==> config.mk <==
export PLATFORM = sky130hd
export DESIGN_NAME = xif_offload_requester
export DESIGN_NICKNAME = d
export VERILOG_FILES = /design/src/rtl/xif_offload_requester_pkg.sv /design/src/rtl/xif_offload_requester.sv
export SDC_FILE = /design/constraint.sdc
export NUM_CORES = 1
export LEC_CHECK = 0
export BUFFER_PORTS_ARGS = -buffer_cell sky130_fd_sc_hd__buf_2
export CAP_MARGIN = 0
export CORE_MARGIN = 1
export CORE_UTILIZATION = 43
export DETAILED_ROUTE_END_ITERATION = 10
export GPL_ROUTABILITY_DRIVEN = 0
export PLACE_DENSITY = 0.76
export SYNTH_ARGS = -nofsm -noshare
export SYNTH_HDL_FRONTEND = slang
export SYNTH_SLANG_ARGS = --single-unit
==> constraint.sdc <==
create_clock -name clk_i -period 2.6 [get_ports clk_i]
set_clock_uncertainty 0.15 [all_clocks]
set_input_delay 0.13 -clock clk_i [delete_from_list [all_inputs] [get_ports clk_i]]
set_output_delay 0.13 -clock clk_i [all_outputs]
set_load 0.005 [all_outputs]
==> src/rtl/xif_offload_requester_pkg.sv <==
`default_nettype none
// ============================================================================
// Module   : xif_offload_requester_pkg
// Brief    : Shared types and helpers for the X-IF offload requester.
// Revision : 1.0 - initial release
// ============================================================================
package xif_offload_requester_pkg;

    // Storage bounds for the latched request; the top slices down to its parameters.
    localparam int XIF_RS_MAX = 64;
    localparam int XIF_ID_MAX = 8;

    typedef enum logic [0:0] {
        IDLE  = 1'b0,
        ISSUE = 1'b1
    } req_state_e;

    typedef struct packed {
        logic [31:0]            instr;
        logic [XIF_RS_MAX-1:0]  rs1;
        logic [XIF_ID_MAX-1:0]  id;
    } issue_req_t;

    function automatic int count_width(input int max_inflight);
        return (max_inflight < 1) ? 1 : $clog2(max_inflight + 1);
    endfunction

endpackage
`default_nettype wire

==> src/rtl/xif_offload_requester.sv <==
`default_nettype none
// ============================================================================
// Module   : xif_offload_requester
// Brief    : Core-side X-IF initiator: issue handshake, commit, result tracking.
// Revision : 1.0 - initial release
// ============================================================================
module xif_offload_requester
    import xif_offload_requester_pkg::*;
#(
    parameter int WIDTH        = 32,
    parameter int ID_WIDTH     = 4,
    parameter int MAX_INFLIGHT = 4
) (
    input  logic                clk_i,
    input  logic                rst_i,
    input  logic                req_valid_i,
    output logic                req_ready_o,
    input  logic [31:0]         req_instr_i,
    input  logic [WIDTH-1:0]    req_rs1_i,
    input  logic                flush_i,
    output logic                issue_valid_o,
    input  logic                issue_ready_i,
    output logic [31:0]         issue_instr_o,
    output logic [WIDTH-1:0]    issue_rs0_o,
    output logic                issue_rs_valid_o,
    output logic [ID_WIDTH-1:0] issue_id_o,
    input  logic                issue_accept_i,
    input  logic                issue_writeback_i,
    output logic                commit_valid_o,
    output logic [ID_WIDTH-1:0] commit_id_o,
    output logic                commit_kill_o,
    input  logic                result_valid_i,
    output logic                result_ready_o,
    input  logic [ID_WIDTH-1:0] result_id_i,
    input  logic [4:0]          result_rd_i,
    input  logic                result_we_i,
    input  logic [WIDTH-1:0]    result_data_i,
    output logic                rf_we_o,
    output logic [4:0]          rf_waddr_o,
    output logic [WIDTH-1:0]    rf_wdata_o,
    output logic                reject_o,
    output logic                err_o,
    output logic                busy_o
);

    localparam int                  c_CNT_W   = count_width(MAX_INFLIGHT);
    localparam int                  c_NUM_ID  = 2 ** ID_WIDTH;
    localparam logic [c_CNT_W-1:0]  c_MAX_CNT = c_CNT_W'(MAX_INFLIGHT);
    localparam logic [0:0]          S_IDLE    = IDLE;
    localparam logic [0:0]          S_ISSUE   = ISSUE;

    logic [0:0]             r_state;
    issue_req_t             r_req;
    logic [ID_WIDTH-1:0]    r_next_id;
    logic                   r_kill_pend;
    logic [c_CNT_W-1:0]     r_count;
    logic [c_NUM_ID-1:0]    r_mask;
    logic                   r_commit_valid;
    logic [ID_WIDTH-1:0]    r_commit_id;
    logic                   r_commit_kill;
    logic                   r_reject;
    logic                   r_rf_we;
    logic [4:0]             r_rf_waddr;
    logic [WIDTH-1:0]       r_rf_wdata;
    logic                   r_err;

    logic                   w_req_fire;
    logic                   w_issue_fire;
    logic                   w_kill;
    logic                   w_track;
    logic                   w_res_hit;
    logic                   w_res_miss;
    logic [c_NUM_ID-1:0]    w_set;
    logic [c_NUM_ID-1:0]    w_clr;
    logic                   w_unused_req;

    assign req_ready_o   = !rst_i && (r_state == S_IDLE) && (r_count < c_MAX_CNT)
                           && !r_mask[r_next_id];
    assign w_req_fire    = req_valid_i && req_ready_o;
    assign w_issue_fire  = (r_state == S_ISSUE) && issue_ready_i;
    assign w_kill        = r_kill_pend || flush_i;
    // Only accepted, live instructions that will write back owe us a result.
    assign w_track       = w_issue_fire && issue_accept_i && issue_writeback_i && !w_kill;
    assign w_res_hit     = result_valid_i && r_mask[result_id_i];
    assign w_res_miss    = result_valid_i && !r_mask[result_id_i];

    always_comb begin
        w_set = '0;
        w_clr = '0;
        if (w_track) begin
            w_set[r_req.id[ID_WIDTH-1:0]] = 1'b1;
        end
        if (w_res_hit) begin
            w_clr[result_id_i] = 1'b1;
        end
    end

    assign issue_valid_o    = (r_state == S_ISSUE);
    assign issue_rs_valid_o = (r_state == S_ISSUE);
    assign issue_instr_o    = r_req.instr;
    assign issue_rs0_o      = r_req.rs1[WIDTH-1:0];
    assign issue_id_o       = r_req.id[ID_WIDTH-1:0];
    assign commit_valid_o   = r_commit_valid;
    assign commit_id_o      = r_commit_id;
    assign commit_kill_o    = r_commit_kill;
    assign result_ready_o   = !rst_i;
    assign rf_we_o          = r_rf_we;
    assign rf_waddr_o       = r_rf_waddr;
    assign rf_wdata_o       = r_rf_wdata;
    assign reject_o         = r_reject;
    assign err_o            = r_err;
    assign busy_o           = (r_state == S_ISSUE) || (r_count != '0);
    assign w_unused_req     = ^{r_req.rs1, r_req.id};

    always_ff @(posedge clk_i) begin
        if (rst_i) begin
            r_state        <= S_IDLE;
            r_req          <= '0;
            r_next_id      <= '0;
            r_kill_pend    <= 1'b0;
            r_count        <= '0;
            r_mask         <= '0;
            r_commit_valid <= 1'b0;
            r_commit_id    <= '0;
            r_commit_kill  <= 1'b0;
            r_reject       <= 1'b0;
            r_rf_we        <= 1'b0;
            r_rf_waddr     <= '0;
            r_rf_wdata     <= '0;
            r_err          <= 1'b0;
        end else begin
            if (r_state == S_IDLE) begin
                if (w_req_fire) begin
                    r_req.instr <= req_instr_i;
                    r_req.rs1   <= XIF_RS_MAX'(req_rs1_i);
                    r_req.id    <= XIF_ID_MAX'(r_next_id);
                    r_kill_pend <= flush_i;
                    r_state     <= S_ISSUE;
                end
            end else begin
                if (flush_i) begin
                    r_kill_pend <= 1'b1;
                end
                if (issue_ready_i) begin
                    r_next_id <= r_next_id + 1'b1;
                    r_state   <= S_IDLE;
                end
            end

            r_commit_valid <= w_issue_fire;
            r_reject       <= w_issue_fire && !issue_accept_i;
            if (w_issue_fire) begin
                r_commit_id   <= r_req.id[ID_WIDTH-1:0];
                r_commit_kill <= w_kill || !issue_accept_i;
            end

            r_mask <= (r_mask & ~w_clr) | w_set;
            if (w_track && !w_res_hit) begin
                r_count <= r_count + 1'b1;
            end else if (w_res_hit && !w_track) begin
                r_count <= r_count - 1'b1;
            end

            // x0 is hardwired to zero, so its writes are dropped here.
            r_rf_we <= w_res_hit && result_we_i && (result_rd_i != 5'd0);
            if (w_res_hit) begin
                r_rf_waddr <= result_rd_i;
                r_rf_wdata <= result_data_i;
            end
            r_err <= w_res_miss;
        end
    end

    always_ff @(posedge clk_i) begin
        if (!rst_i) begin
            assert (!(w_track && !w_res_hit && (r_count == c_MAX_CNT)));
            assert (!(w_res_hit && !w_track && (r_count == '0)));
        end
    end

endmodule
`default_nettype wire

==> results.txt <==
The cell leakage power came out at approximately 0.0037 uW. The sum of negative setup slack came out at 0 ns. The number of pins with negative max-slew slack in the final report is 0.

The critical path contains buffers and inverters numbering 2 combined. The tightest min-delay check is of the primary input to register type. The clock slew at the register clock pins of the worst setup and hold paths is roughly 0.060 ns. The endpoint identified for the worst register-to-register timing path is r_count[2]. The total power is between 5000 and 6000 uW. The worst register-to-register path has a setup slack of about 0.017 ns.

In this run the count of I/O pins placed on the die edge is 233. Leaving out fill and tap cells, the most frequent cell in the layout is buf_2. Setup repair after global routing could not meet its margin everywhere. Setup violations remaining at the end of the flow were counted as 0. Sequential cells burn a little over 40% of the power. The later pin in the worst-skew pair is clocked with a latency of approximately 0.41 ns. The fraction of power consumed by the clock network is a little under 50%. The count of synthesis-stage warnings from yosys came out at 0.

Based on the critical path, the design can be clocked at up to 0.387 GHz. The repair_antennas step left the layout with diodes totalling 0. The width of the die came out at 116 microns. The number of endpoints with negative hold slack in the final report came to 0. The post-synthesis cell count is ~670. Net switching is 22.4% of the power. The share of post-route cells with drive strength above 1 is 31.2%. The data required time at the worst endpoint is around 2.8 ns. TritonCTS built the clock tree. Leaving out fill and tap cells, the most frequent cells in the layout are buf_2, dfxtp_1, a21oi_1. Dividing the synthesized area by the synthesized cell count gives ~8.5 sq um. The core region is approximately 0.013 sq mm.

The clock buffer count from CTS came out at 17. The largest vdd supply drop is ~570 uV. The share of async-settable or async-resettable flops after synthesis is 0%.

Wires add up to about 19,000 microns. The maximum fanout along the worst path is 3. The number of cells on the worst hold path came out at 2. The total congestion overflow came out at 0. In this run the remaining antenna-violating nets after routing total 0. The reported net switching power is around 1200 uW. The number of logic stages on the critical path including buffering came out at 10. The cell row count came out at 41. The data arrival time of the critical path came out at 2.77 ns.

When the netlist entered floorplanning its net count stood at about 800. CTS placed an instance of clkbuf_16 at the clock tree root. The post-layout net count came out at approximately 1,100. The clock period minus final worst setup slack is approximately 2.6 ns. The violation count after the first detailed-route iteration came out at 682. The number of vias per cell is 5.37. STA classifies the critical path endpoint as a register. The number of different library cells in the post-synthesis netlist came out at 48. The pre-antenna-repair detailed-routing pass consisted of 5 iterations.

The number of remaining DRC errors is 0. The run finished with clean final reports. The gate family responsible for the most delay along the worst path is multiplexers. The die is about 120 microns tall. The remaining max-slew budget at the tightest pin is between 60% and 70%.

The number of buffers on the longest clock path came out at 2. The via count of the first global-routing pass is between 6,000 and 7,000. Power spread over the standard cell area amounts to between 600 and 700 mW/mm^2. The startpoint class of the critical path is a register. Once detailed placement completed, the half-perimeter wirelength came to 10,600 microns.

The transition time of the tightest slew-check pin is roughly 0.59 ns. Compared with the post-synthesis result, the final layout area differs by 54.9%. The H-tree was split into 4 levels. Global routing used 27.6% of the available tracks.

The die covers roughly 0.014 sq mm. The sequential-to-total area share from yosys stat came out at between 40 and 50%. The combinational share of power is between 10% and 20%. The flip-flop and latch count after synthesis is 139.

In the final routed layout, each cell accounts on average for approximately 16 microns. Counting flops with a built-in enable in the synthesized netlist gives 0. In the finished design, the share of the clock period the worst path needs comes to between 90% and 100%. The detailed router placed 6,297 vias in this run. The largest incremental delay on the critical path came out at 0.50 ns.

The largest individual stage delay along the critical path comes from the cell mux4_2. Entering global routing, the biggest net connects 95 pins. The number of buffer cells added on primary ports came out at approximately 230.

The length in cells of the worst reg-to-reg path came out at 10. The starting utilization of the core area is around 44%. The critical path start-end classification is register to register. The cell internal power dissipation came out at around 4300 uW.

The number of clock sinks seen by CTS is approximately 140. Traced cell by cell, the critical path runs through mux4_2, mux2i_2, o22ai_2, inv_2, ha_2, inv_1, fa_2, xor2_1, or3_1, a21oi_1. The initial antenna violation count is 0. The final worst hold slack is around 0.025 ns. The first-pass GRT wire length is slightly below 30,000 microns. The primary flip-flop cell chosen by synthesis mapping is dfxtp_1. The startpoint of the most critical register-to-register path is r_mask[11]. The summed instance area of the synthesized netlist is ~0.0056 sq mm. The capture endpoint of the worst hold path is r_next_id[2]. Max-cap violations in this run came to 0. The startpoint of the tightest hold check path is rst_i.
==> power groups by stage <==
stage	clock (uW)	combinational, uW	sequential, uW
CTS	2700	585	2210
finish	2680	608	2220
global route	2820	658	2220
global placement	0	452	2260
floorplan	0	232	2260
detailed placement	0	454	2260
==> layout make-up <==
class	count	area [sq um]
tap	172	215
clock inverter	10	186
fill	977	4000
clock buffer	22	474
inverter	5	18.8
multi-input combinational	459	2540
sequential	139	2790
timing repair buffer	365	2510
==> per-layer routing <==
| layer | part of all wire (%) | global-route usage, % | wire length, microns | vias up |
|---|---|---|---|---|
| met5 | 0 | 0 | 0 | - |
| li1 | - | - | - | 2969 |
| met3 | 7.4 | 8.46 | 1420 | 70 |
| met2 | 51 | 48.0 | 9850 | 313 |
| met1 | 38 | 30.1 | 7270 | 2945 |
| met4 | 3.8 | 14.7 | 739 | 0 |
==> through the flow <==
step	setup WS, ns	instances	cell area, sq um	utilization (%)
floorplan	0.00818	665	5650	-
global placement	-0.00456	1030	6940	54.6
detailed placement	-0.0565	1030	6940	54.6
CTS	0.00482	1171	8700	68.4
global route	-0.0756	1172	8720	68.6
finish	0.0165	1172	8720	68.6
==> cell families after synthesis <==
group / Yosys count / synth area share [%]
and+or+nand+nor: 228 / 18.7
AOI/OAI and AO/OA: 209 / 20.4
DFF: 139 / 49.4
buffers and inverters: 67 / 6.13
muxes: 14 / 3.86
xor gates and xnor gates: 5 / 0.777
adders and majority gates: 3 / 0.799
==> registers in the layout (all words and copies together) (netlist names), 3 cells and up <==
| name | cells |
|---|---|
| commit_id_o | 4 |
| issue_id_o | 4 |
| r_next_id | 4 |
| r_mask | 16 |
| rf_wdata_o | 32 |
| issue_instr_o | 32 |
| r_count | 3 |
| issue_rs0_o | 32 |
| rf_waddr_o | 5 |
==> repair_timing <==
item / in CTS / in global routing
pin swaps: 2 / 2
setup buffers: 1 / 1
setup endpoints to repair: 2 / 6
hold endpoints to repair: 107 / 0
resized for setup: 2 / 6
cloned: 0 / 0
hold buffers: 108 / 0
==> worst max-delay path by stage <==
stage | startpoint | end | slack (ns)
floorplan | r_mask[15] | r_count[2] | 0.008
global placement | result_id_i[0] | r_count[2] | -0.005
detailed placement | result_id_i[0] | r_count[2] | -0.06
CTS | r_mask[7] | r_count[2] | 0.005
global route | r_mask[3] | r_count[2] | -0.08
finish | r_mask[11] | r_count[2] | 0.02
==> worst reg2reg max path: stages, from the launching register on <==
cell and delay (ns):
dfxtp_1 0.32, mux4_2 0.50, mux2i_2 0.23, o22ai_2 0.13, inv_2 0.07, ha_2 0.17, inv_1 0.05, fa_2 0.33
xor2_1 0.15, or3_1 0.30, a21oi_1 0.12
==> cells in the mapped netlist, types with 4 or more instances <==
cell type	number	area share, %
a21oi_1	113	10
a22oi_1	12	1.6
a32oi_1	4	0.62
buf_2	16	1.4
buf_4	11	1.5
buf_6	4	0.80
clkbuf_1	27	1.8
dfxtp_1	139	49
inv_1	4	0.27
mux2i_1	6	1.1
mux4_2	6	2.4
nand2_1	96	6.4
nand3_1	73	6.5
nand3b_1	5	0.67
nor2_1	27	1.8
nor2b_1	4	0.44
nor3b_1	5	0.67
o21ai_0	56	5.0
o21ai_1	14	1.2
xor2_1	4	0.62
No activity file was read; power rests on OpenSTA's default activity.
